--- src/rtl/apb_master_nslv.sv ---
`default_nettype none
// ============================================================================
// Module   : apb_master_nslv
// Brief    : APB master bridge with NUM_SLV-way address decode, PREADY wait
//            states, PSLVERR reporting and back-to-back transfers.
//            Optional ACCESS-phase timeout enabled by macro APB_TIMEOUT_EN.
// Revision : 1.0 - initial release
// ============================================================================
module apb_master_nslv #(
    parameter int DATA_W  = 8,
    parameter int ADDR_W  = 9,
    parameter int NUM_SLV = 2,
    parameter int TIMEOUT = 16
) (
    input  logic                      PCLK,
    input  logic                      PRESET,
    input  logic                      transfer,
    input  logic                      READ_WRITE,
    input  logic [ADDR_W-1:0]         apb_write_paddr,
    input  logic [ADDR_W-1:0]         apb_read_paddr,
    input  logic [DATA_W-1:0]         apb_write_data,
    output logic [DATA_W-1:0]         apb_read_data_out,
    output logic                      done,
    output logic                      err,
    output logic [NUM_SLV-1:0]        PSEL,
    output logic                      PENABLE,
    output logic                      PWRITE,
    output logic [ADDR_W-1:0]         PADDR,
    output logic [DATA_W-1:0]         PWDATA,
    input  logic [NUM_SLV*DATA_W-1:0] PRDATA,
    input  logic [NUM_SLV-1:0]        PREADY,
    input  logic [NUM_SLV-1:0]        PSLVERR
);

    localparam int SEL_W = $clog2(NUM_SLV);

    if (NUM_SLV < 2 || TIMEOUT < 1) begin : g_param_check
        $error("apb_master_nslv: NUM_SLV must be >= 2 and TIMEOUT >= 1");
    end

    typedef enum logic [1:0] {
        ST_IDLE   = 2'd0,
        ST_SETUP  = 2'd1,
        ST_ACCESS = 2'd2
    } state_t;

    state_t              r_state, w_state_nxt;
    logic                r_dir, w_dir_nxt;
    logic [NUM_SLV-1:0]  w_psel_nxt, w_req_psel;
    logic                w_penable_nxt, w_pwrite_nxt, w_done_nxt, w_err_nxt;
    logic [ADDR_W-1:0]   w_paddr_nxt, w_req_addr;
    logic [DATA_W-1:0]   w_pwdata_nxt, w_rdata_nxt, w_prdata;
    logic [SEL_W-1:0]    w_idx;
    logic                w_ready, w_slverr, w_capture;

    // Only the slave addressed by the latched PADDR is observed.
    assign w_idx      = PADDR[ADDR_W-1 -: SEL_W];
    assign w_ready    = PREADY[w_idx];
    assign w_slverr   = PSLVERR[w_idx];
    assign w_prdata   = PRDATA[w_idx*DATA_W +: DATA_W];
    assign w_req_addr = READ_WRITE ? apb_read_paddr : apb_write_paddr;

    always_comb begin
        w_req_psel = '0;
        w_req_psel[w_req_addr[ADDR_W-1 -: SEL_W]] = 1'b1;
    end

`ifdef APB_TIMEOUT_EN
    localparam int CNT_W = $clog2(TIMEOUT + 1);
    logic [CNT_W-1:0] r_cnt, w_cnt_nxt;
`endif

    always_comb begin
        w_state_nxt   = r_state;
        w_dir_nxt     = r_dir;
        w_psel_nxt    = PSEL;
        w_penable_nxt = PENABLE;
        w_pwrite_nxt  = PWRITE;
        w_paddr_nxt   = PADDR;
        w_pwdata_nxt  = PWDATA;
        w_rdata_nxt   = apb_read_data_out;
        w_done_nxt    = 1'b0;
        w_err_nxt     = err;
        w_capture     = 1'b0;
`ifdef APB_TIMEOUT_EN
        w_cnt_nxt     = r_cnt;
`endif
        case (r_state)
            ST_IDLE: begin
                w_psel_nxt    = '0;
                w_penable_nxt = 1'b0;
                w_capture     = transfer;
            end
            ST_SETUP: begin
                w_penable_nxt = 1'b1;
                w_state_nxt   = ST_ACCESS;
`ifdef APB_TIMEOUT_EN
                w_cnt_nxt     = '0;
`endif
            end
            ST_ACCESS: begin
                if (w_ready) begin
                    w_done_nxt    = 1'b1;
                    w_err_nxt     = w_slverr;
                    if (r_dir && !w_slverr) begin
                        w_rdata_nxt = w_prdata;
                    end
                    w_psel_nxt    = '0;
                    w_penable_nxt = 1'b0;
                    w_state_nxt   = ST_IDLE;
                    w_capture     = transfer;
`ifdef APB_TIMEOUT_EN
                end else if (r_cnt == CNT_W'(TIMEOUT - 1)) begin
                    // This wait edge would bring the count to TIMEOUT: abort.
                    w_done_nxt    = 1'b1;
                    w_err_nxt     = 1'b1;
                    w_psel_nxt    = '0;
                    w_penable_nxt = 1'b0;
                    w_state_nxt   = ST_IDLE;
                end else begin
                    w_cnt_nxt     = r_cnt + 1'b1;
`endif
                end
            end
            default: begin
                w_state_nxt   = ST_IDLE;
                w_psel_nxt    = '0;
                w_penable_nxt = 1'b0;
            end
        endcase

        // New request captured from IDLE or on a completion edge (back-to-back).
        if (w_capture) begin
            w_dir_nxt     = READ_WRITE;
            w_paddr_nxt   = w_req_addr;
            w_pwdata_nxt  = apb_write_data;
            w_psel_nxt    = w_req_psel;
            w_pwrite_nxt  = ~READ_WRITE;
            w_penable_nxt = 1'b0;
            w_state_nxt   = ST_SETUP;
        end
    end

    always_ff @(posedge PCLK) begin
        if (PRESET) begin
            r_state           <= ST_IDLE;
            r_dir             <= 1'b0;
            PSEL              <= '0;
            PENABLE           <= 1'b0;
            PWRITE            <= 1'b0;
            PADDR             <= '0;
            PWDATA            <= '0;
            apb_read_data_out <= '0;
            done              <= 1'b0;
            err               <= 1'b0;
`ifdef APB_TIMEOUT_EN
            r_cnt             <= '0;
`endif
        end else begin
            r_state           <= w_state_nxt;
            r_dir             <= w_dir_nxt;
            PSEL              <= w_psel_nxt;
            PENABLE           <= w_penable_nxt;
            PWRITE            <= w_pwrite_nxt;
            PADDR             <= w_paddr_nxt;
            PWDATA            <= w_pwdata_nxt;
            apb_read_data_out <= w_rdata_nxt;
            done              <= w_done_nxt;
            err               <= w_err_nxt;
`ifdef APB_TIMEOUT_EN
            r_cnt             <= w_cnt_nxt;
`endif
        end
    end

endmodule
`default_nettype wire

--- config.mk ---
export PLATFORM = sky130hd
export DESIGN_NAME = apb_master_nslv
export DESIGN_NICKNAME = d
export VERILOG_FILES = /design/src/rtl/apb_master_nslv.sv
export SDC_FILE = /design/constraint.sdc
export NUM_CORES = 1
export LEC_CHECK = 0
export CORE_ASPECT_RATIO = 0.9
export CORE_MARGIN = 5
export CORE_UTILIZATION = 40
export DETAILED_ROUTE_END_ITERATION = 8
export MAX_ROUTING_LAYER = met4
export PLACE_DENSITY = 0.89
export SLEW_MARGIN = 30
export SYNTH_ARGS = -nofsm -noshare
export SYNTH_HDL_FRONTEND = slang
export SYNTH_SLANG_ARGS = --single-unit
--- constraint.sdc ---
create_clock -name PCLK -period 2.4 [get_ports PCLK]
set_input_delay 0.48 -clock PCLK [delete_from_list [all_inputs] [get_ports PCLK]]
set_output_delay 0.48 -clock PCLK [all_outputs]
set_load 0.05 [all_outputs]
-- Word-level counts from Yosys, hierarchy flattened
Cells that the tools add are included.
- register bits: 34
- bits in latches: 0
- memory bits (writable): 0
- bits in read-only memories: 0
- input port bits: 50
- output and inout bits: 31
- word-level logic and storage cells: 52
- memories kept: 0
- add/subtract/negate cells: 0
- multipliers: 0
- divide/modulo/power cells: 0
- order comparisons: 3
- equal/unequal tests: 6
- shifts and indexed selects: 1
- mux-type cells: 17
- bitwise logic cells: 3
- reduce and logical (&&, ||, !) cells: 11
- operators by type and width (cell ; number):
    16-bit by 5-bit indexed part select with 8-bit output ; 1
    1-bit two-way mux ; 9
    9-bit two-way mux ; 1
    2-bit AND reduction ; 4
    2-bit inequality test (second input constant) ; 3
    2-bit one-hot mux with 3 select lines ; 1
    1-bit by 2-bit < comparator with 1-bit output (second input constant) ; 2
    2-bit two-way mux ; 2
    1-bit one-hot mux with 2 select lines ; 2
    2-bit one-hot mux with 2 select lines ; 1
    2-bit OR reduction ; 2
    3-bit inequality test (second input constant) ; 1
    1-bit NOT ; 3
    3-bit AND reduction ; 1
    2-bit by 1-bit == test with 1-bit output (second input constant) ; 1
    2-bit == test (second input constant) ; 1
    1-bit logical AND ; 2
    2-bit zero test ; 1
    1-bit demux with 1-bit select ; 1
    1-bit >= comparator (second input constant) ; 1
    1-bit zero test ; 1

-- Depth between registers and ports, before layout
Gate-level depths: netlist (run 1).
- depth after elaboration: 6
- mapped depth: 4
- depth with buffers taken out: 3

-- Worst setup path after synthesis (run 1)
No wires, ideal clock.
- path type: register -> register
- from: register PADDR[8]
- to: register apb_read_data_out[0]
- library setup time: 121 ps
- arrival time: 1733 ps
- required time: 2279 ps
- setup slack: 546 ps
- stages on the path, launching flop included: 5
- buffers on the path: 1
- period minus slack after synthesis: 1854 ps
- cell sequence: dfxtp_1 buf_6 mux2i_4 nand4_4 mux2_4
- word-level cells in the longest chain between the ends: 5
- elaborated cells on any way between the ends: 8
- classes of those cells: shift (1); mux (4); reduce/logical (3)
- RTL lines (what ; line ; text):
    from (decl) ; 28 ; output logic [ADDR_W-1:0] PADDR,
    from (signal assigned) ; 165 ; PADDR <= w_paddr_nxt;
    branches (longest 5 deep; another with 16-bit by 5-bit indexed part select with 8-bit output) ; - ;
    to (signal assigned) ; 167 ; apb_read_data_out <= w_rdata_nxt;
    to (decl) ; 22 ; output logic [DATA_W-1:0] apb_read_data_out,
Several ways; the timed one is not identified. The select of a mux whose other input is x is not followed.
A chain may end at the register's enable or synchronous reset.

-- Worst setup path after layout (run 1)
- from: register PADDR[5]
- to: output PADDR[5]
No word-level cell between the ends.

==> flow_summary.json, run 1 <==
{
  "status": "completed",
  "grt_start_max_net_pins": 54,
  "grtUsageTotal_pct": 15.5,
  "crit_type": "reg -> out",
  "fin_ws_ns": 0.475,
  "relSlewSlack_pct": 65.1,
  "crit_family": "buffers and inverters",
  "hold_start": "PWDATA[0]",
  "cts.sink_count": 34,
  "avgSynthCellArea_sq_um": 10.1,
  "pre_cts_ws_ns": 0.408,
  "syn_nets": 219,
  "cts_max_level": 2,
  "dp.cells": 291,
  "power_density_nw_per_um2": 546,
  "port-buffer-count": 80,
  "critPathLaunch": "PADDR[5]",
  "maxSlewViolCount": 0,
  "drive_above_1_share_pct": 12.4,
  "power.switching_uw": 433,
  "min_path_type": "reg -> reg",
  "rrSetupSlack_ns": 0.76,
  "cap_viol_max_count": 0,
  "die_w_microns": 79.0,
  "cts_setup_buffers": 0,
  "rsz0062_at_grt": "false",
  "yosys-top-cells-area": "dfxtp_1, mux2i_1, nand2b_1",
  "synth-seq-cells": 34,
  "instances_no_fill": 299,
  "yosysSeqAreaShare_pct": 39.7,
  "yosysMostFrequentCell": "dfxtp_1",
  "cts_made_buffers": 5,
  "crit_path_top_delay_cell": "clkdlybuf4s50_1",
  "arrival_ns": 1.45,
  "num_rows": 22,
  "grt-ovfl-total": 0,
  "path_clk_slew_ns": 0.07,
  "diodes": 0,
  "finalHoldViolCount": 0,
  "dieArea_sq_um": 5700,
  "area_delta_synth_final_pct": 55.5,
  "path_cells": "clkdlybuf4s50_1",
  "viasPerCell": 4.96,
  "period_share_pct": 80.2,
  "vias": 1484,
  "antenna_found_initial": 0,
  "swShare_pct": 29.8,
  "sequentialPowerShare_pct": 42.6,
  "drt_iter0_drc": 88,
  "leakagePower_nw": 1.03,
  "synth_area_sq_um": 1710,
  "ir_worst_vdd_v": 0.000339,
  "gp_congestion": 0.832,
  "ys_warn_count": 0,
  "hold-path-endpoint": "PWDATA[0]",
  "async_flop_share_pct": 0,
  "initial_core_util_pct": 41.8,
  "end_kind": "primary output",
  "ff2ff_path_depth": 4,
  "netlist.area_leader.share_pct": 39.7,
  "p_int_mw": 1.02,
  "skew_ns": 0.00368,
  "grt_pass1_wl_microns": 6940,
  "clockBufferDepth": 2,
  "clock_power_share_pct": 29.8,
  "cts_tree": "done",
  "drc": 0,
  "io_pins": 81,
  "yosys.area.top_type": "dfxtp_1",
  "wl_microns": 4160,
  "clk_latency_ns": 0.27,
  "required_ns": 1.92,
  "die_h_microns": 72.1,
  "dr.pass1.iters": 4,
  "cts_resized": 0,
  "holdPathStages": 2,
  "synth_edf_count": 0,
  "whs_ns": 0.478,
  "yosys-top-cells-count": "dfxtp_1, mux2i_1, nand2b_1, nor2_1, nor2b_1",
  "grt_pass1_vias": 1504,
  "tns_ns": 0,
  "max_freq_mhz": 519,
  "cp-start-kind": "register",
  "setup_viol": 0,
  "fillCellCount": 362,
  "combPwrFrac_pct": 27.6,
  "avgRoutedWirePerCell_microns": 13.9,
  "tightest_slew_ns": 0.522,
  "cpPeakStageDelay_ns": 0.82,
  "timing.rr.end": "PADDR[8]",
  "crit_fanout": 3,
  "fin_nets": 300,
  "fin_crit_ns": 1.93,
  "hold_buffers": 0,
  "r2r_start": "PADDR[8]",
  "antenna_left": 0,
  "netlist_instances": 169,
  "dpl.hpwl_microns": 3120,
  "ys_types": 27,
  "synthFlopType": "dfxtp_1",
  "cts_root_buffer": "clkbuf_8",
  "core_area_sq_um": 4100,
  "path_buf_inv": 1
}
## metal layers
| layer | share of wire (%) | routed length, microns | vias to the layer above | GRT usage [%] |
|---|---|---|---|---|
| met1 | 44 | 1830 | 674 | 18.4 |
| met3 | 7.3 | 302 | 4 | 4.96 |
| met4 | 0.60 | 25 | 0 | 4.20 |
| li1 | - | - | 753 | - |
| met2 | 48 | 2000 | 53 | 25.3 |
| met5 | 0 | 0 | - | - |
## layout by cell type, fill, tap and decap left out
cell / count
mux2_2: 2
clkdlybuf4s50_1: 79
inv_1: 2
clkbuf_8: 6
and2b_2: 1
a311oi_1: 1
nand2_1: 1
mux2_4: 8
o21ai_0: 1
clkinv_2: 1
clkinvlp_4: 1
mux2i_4: 1
nand3_1: 1
dfxtp_1: 34
nand4_4: 1
a21oi_1: 2
buf_12: 1
o22ai_1: 8
nor2b_1: 12
mux2i_1: 27
nor2_1: 12
a221oi_2: 1
a21boi_2: 1
o2bb2ai_1: 1
nand2b_1: 27
buf_4: 7
a31oi_1: 2
nor4_1: 1
o211ai_1: 1
a211oi_1: 8
## worst max-delay path by stage
| stage | to | slack, ns | depth (start not counted) |
|---|---|---|---|
| CTS | PADDR[5] | 0.46 | 1 |
| global placement | PADDR[8] | 0.48 | 5 |
| floorplan | apb_read_data_out[0] | 0.55 | 4 |
| global route | PSEL[0] | 0.41 | 1 |
| detailed placement | PADDR[8] | 0.41 | 5 |
| finish | PADDR[5] | 0.47 | 1 |
## worst reg2reg max path, stage by stage (launching register included)
cell and delay [ns]:
dfxtp_1 0.49, mux2i_1 0.46, a21boi_2 0.14, buf_4 0.21, a221oi_2 0.26
## power groups by stage
| stage | Combinational (mW) | Sequential, mW | Clock, mW |
|---|---|---|---|
| final | 0.401 | 0.621 | 0.433 |
| after global routing | 0.427 | 0.626 | 0.477 |
| after CTS | 0.405 | 0.621 | 0.447 |
| after detailed placement | 0.403 | 0.634 | 0 |
| after global placement | 0.400 | 0.632 | 0 |
| after floorplan | 0.143 | 0.726 | 0 |
## registers in the layout, summed over array words and instances (netlist names)
signal	count
err	1
PWRITE	1
PENABLE	1
r_state	2
PADDR	9
r_dir	1
done	1
PWDATA	8
apb_read_data_out	8
PSEL	2
## cells by family (layout without fill, tap and decap cells)
logic type      after synthesis  after routing  synth area share (%)
buf+inv                      15             97                  4.38
mux                          38             38                  25.4
compound gates               26             26                  11.0
simple gates                 56             56                  19.5
flops                        34             34                  39.7
## through the flow
step / util [%] / total power, mW / instance area, sq um
2_1_floorplan: - / 0.869 / 1710
3_3_place_gp: 62.7 / 1.03 / 2570
3_5_place_dp: 62.7 / 1.04 / 2570
4_1_cts: 65.0 / 1.47 / 2670
5_1_grt: 65.0 / 1.53 / 2670
6_report: 65.0 / 1.46 / 2670
## cell type report
class / instances / area, sq um / share of cell area, %
tap: 48 / 60.1 / 2.25
multi-input combinational: 120 / 958 / 36.0
clock inverter: 2 / 12.5 / 0.469
inverter: 2 / 7.51 / 0.282
sequential: 34 / 681 / 25.5
clock buffer: 6 / 82.6 / 3.10
timing repair buffer: 87 / 863 / 32.4
Power figures use the tool's default switching activity.
==> inputs of run 2 (changes only) <==
Settings changed: CORE_UTILIZATION 40 to 37, PLACE_DENSITY 0.89 to 0.86.
Clock period 2.4 ns to 1.76 ns, I/O delays scaled along.
==> run 2 against run 1 <==
Combinational power up 36%. Total power increased by 36%. Count of clock-buffer cells in the layout unchanged. Clock skew is 0.0031 ns higher. Cell area down 1.3%.
==> flow_summary.json, run 2 (synthesis results as in run 1) <==
{
  "grt-ovfl-total": 0,
  "swShare_pct": 29.9,
  "fin_ws_ns": 0.256,
  "area_delta_synth_final_pct": 53.5,
  "power_density_nw_per_um2": 753,
  "leakagePower_nw": 1.10,
  "drt_iter0_drc": 41,
  "crit_type": "reg -> reg",
  "wl_microns": 4090,
  "cp.depth": 3,
  "initial_core_util_pct": 38.4,
  "arrival_ns": 1.68,
  "whs_ns": 0.472,
  "rsz0062_at_grt": "false",
  "io_pins": 81,
  "period_share_pct": 85.5,
  "power_mw": 1.98,
  "hold_buffers": 0,
  "required_ns": 1.93,
  "setup_viol": 0,
  "crit_family": "multiplexers",
  "grt_pass1_vias": 1404,
  "sequentialPowerShare_pct": 42.7,
  "skew_ns": 0.00674,
  "cts_setup_buffers": 0,
  "avgRoutedWirePerCell_microns": 13.0,
  "die_h_microns": 74.6,
  "path_buf_inv": 0,
  "cts.sink_count": 34,
  "path_clk_slew_ns": 0.07,
  "antenna_found_initial": 0,
  "port-buffer-count": 80,
  "diodes": 0,
  "clk_latency_ns": 0.28,
  "drc": 0,
  "top_regs": "PADDR x9, PWDATA x8, apb_read_data_out x8",
  "vias": 1500,
  "holdPathStages": 2,
  "final_common_cell": "clkdlybuf4s50_1",
  "cts_resized": 0,
  "die_w_microns": 81.7,
  "dieArea_sq_um": 6100,
  "grtUsageTotal_pct": 13.9,
  "finalHoldViolCount": 0,
  "cts_tree": "done",
  "max_freq_mhz": 665,
  "cp-start-kind": "register",
  "core_area_sq_um": 4460,
  "combPwrFrac_pct": 27.6,
  "relSlewSlack_pct": 74.4,
  "status": "completed",
  "grt_start_max_net_pins": 54,
  "fin_crit_ns": 1.50,
  "cts_root_buffer": "clkbuf_8",
  "maxSlewViolCount": 0,
  "dr.pass1.iters": 4,
  "cap_viol_max_count": 0,
  "num_rows": 23,
  "clockBufferDepth": 2,
  "fillCellCount": 396,
  "clock_power_share_pct": 29.7,
  "tightest_slew_ns": 0.374,
  "end_kind": "register",
  "path_cells": "mux2_2 > nand4_4 > mux2_4",
  "cts_made_buffers": 5,
  "pre_cts_ws_ns": -0.00345,
  "viasPerCell": 4.76,
  "p_int_mw": 1.39,
  "crit_path_top_delay_cell": "dfxtp_2",
  "antenna_left": 0,
  "grt_pass1_wl_microns": 6260,
  "power.switching_uw": 591,
  "ff2ff_path_depth": 3,
  "mostFrequentLayoutCells": "clkdlybuf4s50_1, buf_4, dfxtp_1",
  "drive_above_1_share_pct": 25.7,
  "largest_reg_flops": 9,
  "cts_max_level": 2,
  "postLayoutCoreUtil_pct": 59.0,
  "ir_worst_vdd_v": 0.000407,
  "gp_congestion": 0.835,
  "min_path_type": "reg -> reg",
  "fin_nets": 302,
  "cpPeakStageDelay_ns": 0.46,
  "crit_fanout": 8,
  "registers.top_by_ff_count": "PADDR",
  "dpl.hpwl_microns": 3100
}
==> run 2: worst register-to-register path, cell delays in order, from the launching register on <==
cell and delay, ns:
dfxtp_2 0.46, mux2_2 0.41, nand4_4 0.20, mux2_4 0.32
==> run 2: final timing paths <==
check,start,end,slack [ns]
worst min register to register,PWDATA[3],PWDATA[3],0.47
worst max-delay path,PADDR[8],apb_read_data_out[5],0.26
worst min-delay path,PWDATA[3],PWDATA[3],0.47
worst max register to register,PADDR[8],apb_read_data_out[5],0.26
==> run 2: power by group through the flow <==
stage | clock (mW) | sequential, mW | combinational [mW]
6_report | 0.588 | 0.845 | 0.547
5_1_grt | 0.647 | 0.850 | 0.581
4_1_cts | 0.609 | 0.844 | 0.553
3_5_place_dp | 0 | 0.861 | 0.552
3_3_place_gp | 0 | 0.861 | 0.544
2_1_floorplan | 0 | 0.990 | 0.195
==> run 2: routing by layer <==
layer  global-route usage, %  wire length [microns]
met1                    17.1                   1840
met5                       -                      0
met2                    21.8                   1930
met4                    6.09                     51
met3                    3.27                    269
==> run 2: layout make-up <==
| cell class | instances | area (sq um) | area share [%] |
|---|---|---|---|
| Tap cell | 62 | 77.6 | 2.95 |
| Multi-Input combinational cell | 120 | 958 | 36.4 |
| Clock buffer | 6 | 82.6 | 3.14 |
| Clock inverter | 2 | 12.5 | 0.476 |
| Sequential cell | 34 | 682 | 25.9 |
| Timing Repair Buffer | 89 | 811 | 30.8 |
| Inverter | 2 | 7.51 | 0.285 |
==> run 2: through the flow <==
stage | area (sq um) | TNS [ns] | cells
after floorplan | 1720 | 0 | 169
after global placement | 2540 | 0 | 307
after detailed placement | 2540 | -0.00947 | 307
after CTS | 2630 | 0 | 315
after global routing | 2630 | 0 | 315
final | 2630 | 0 | 315
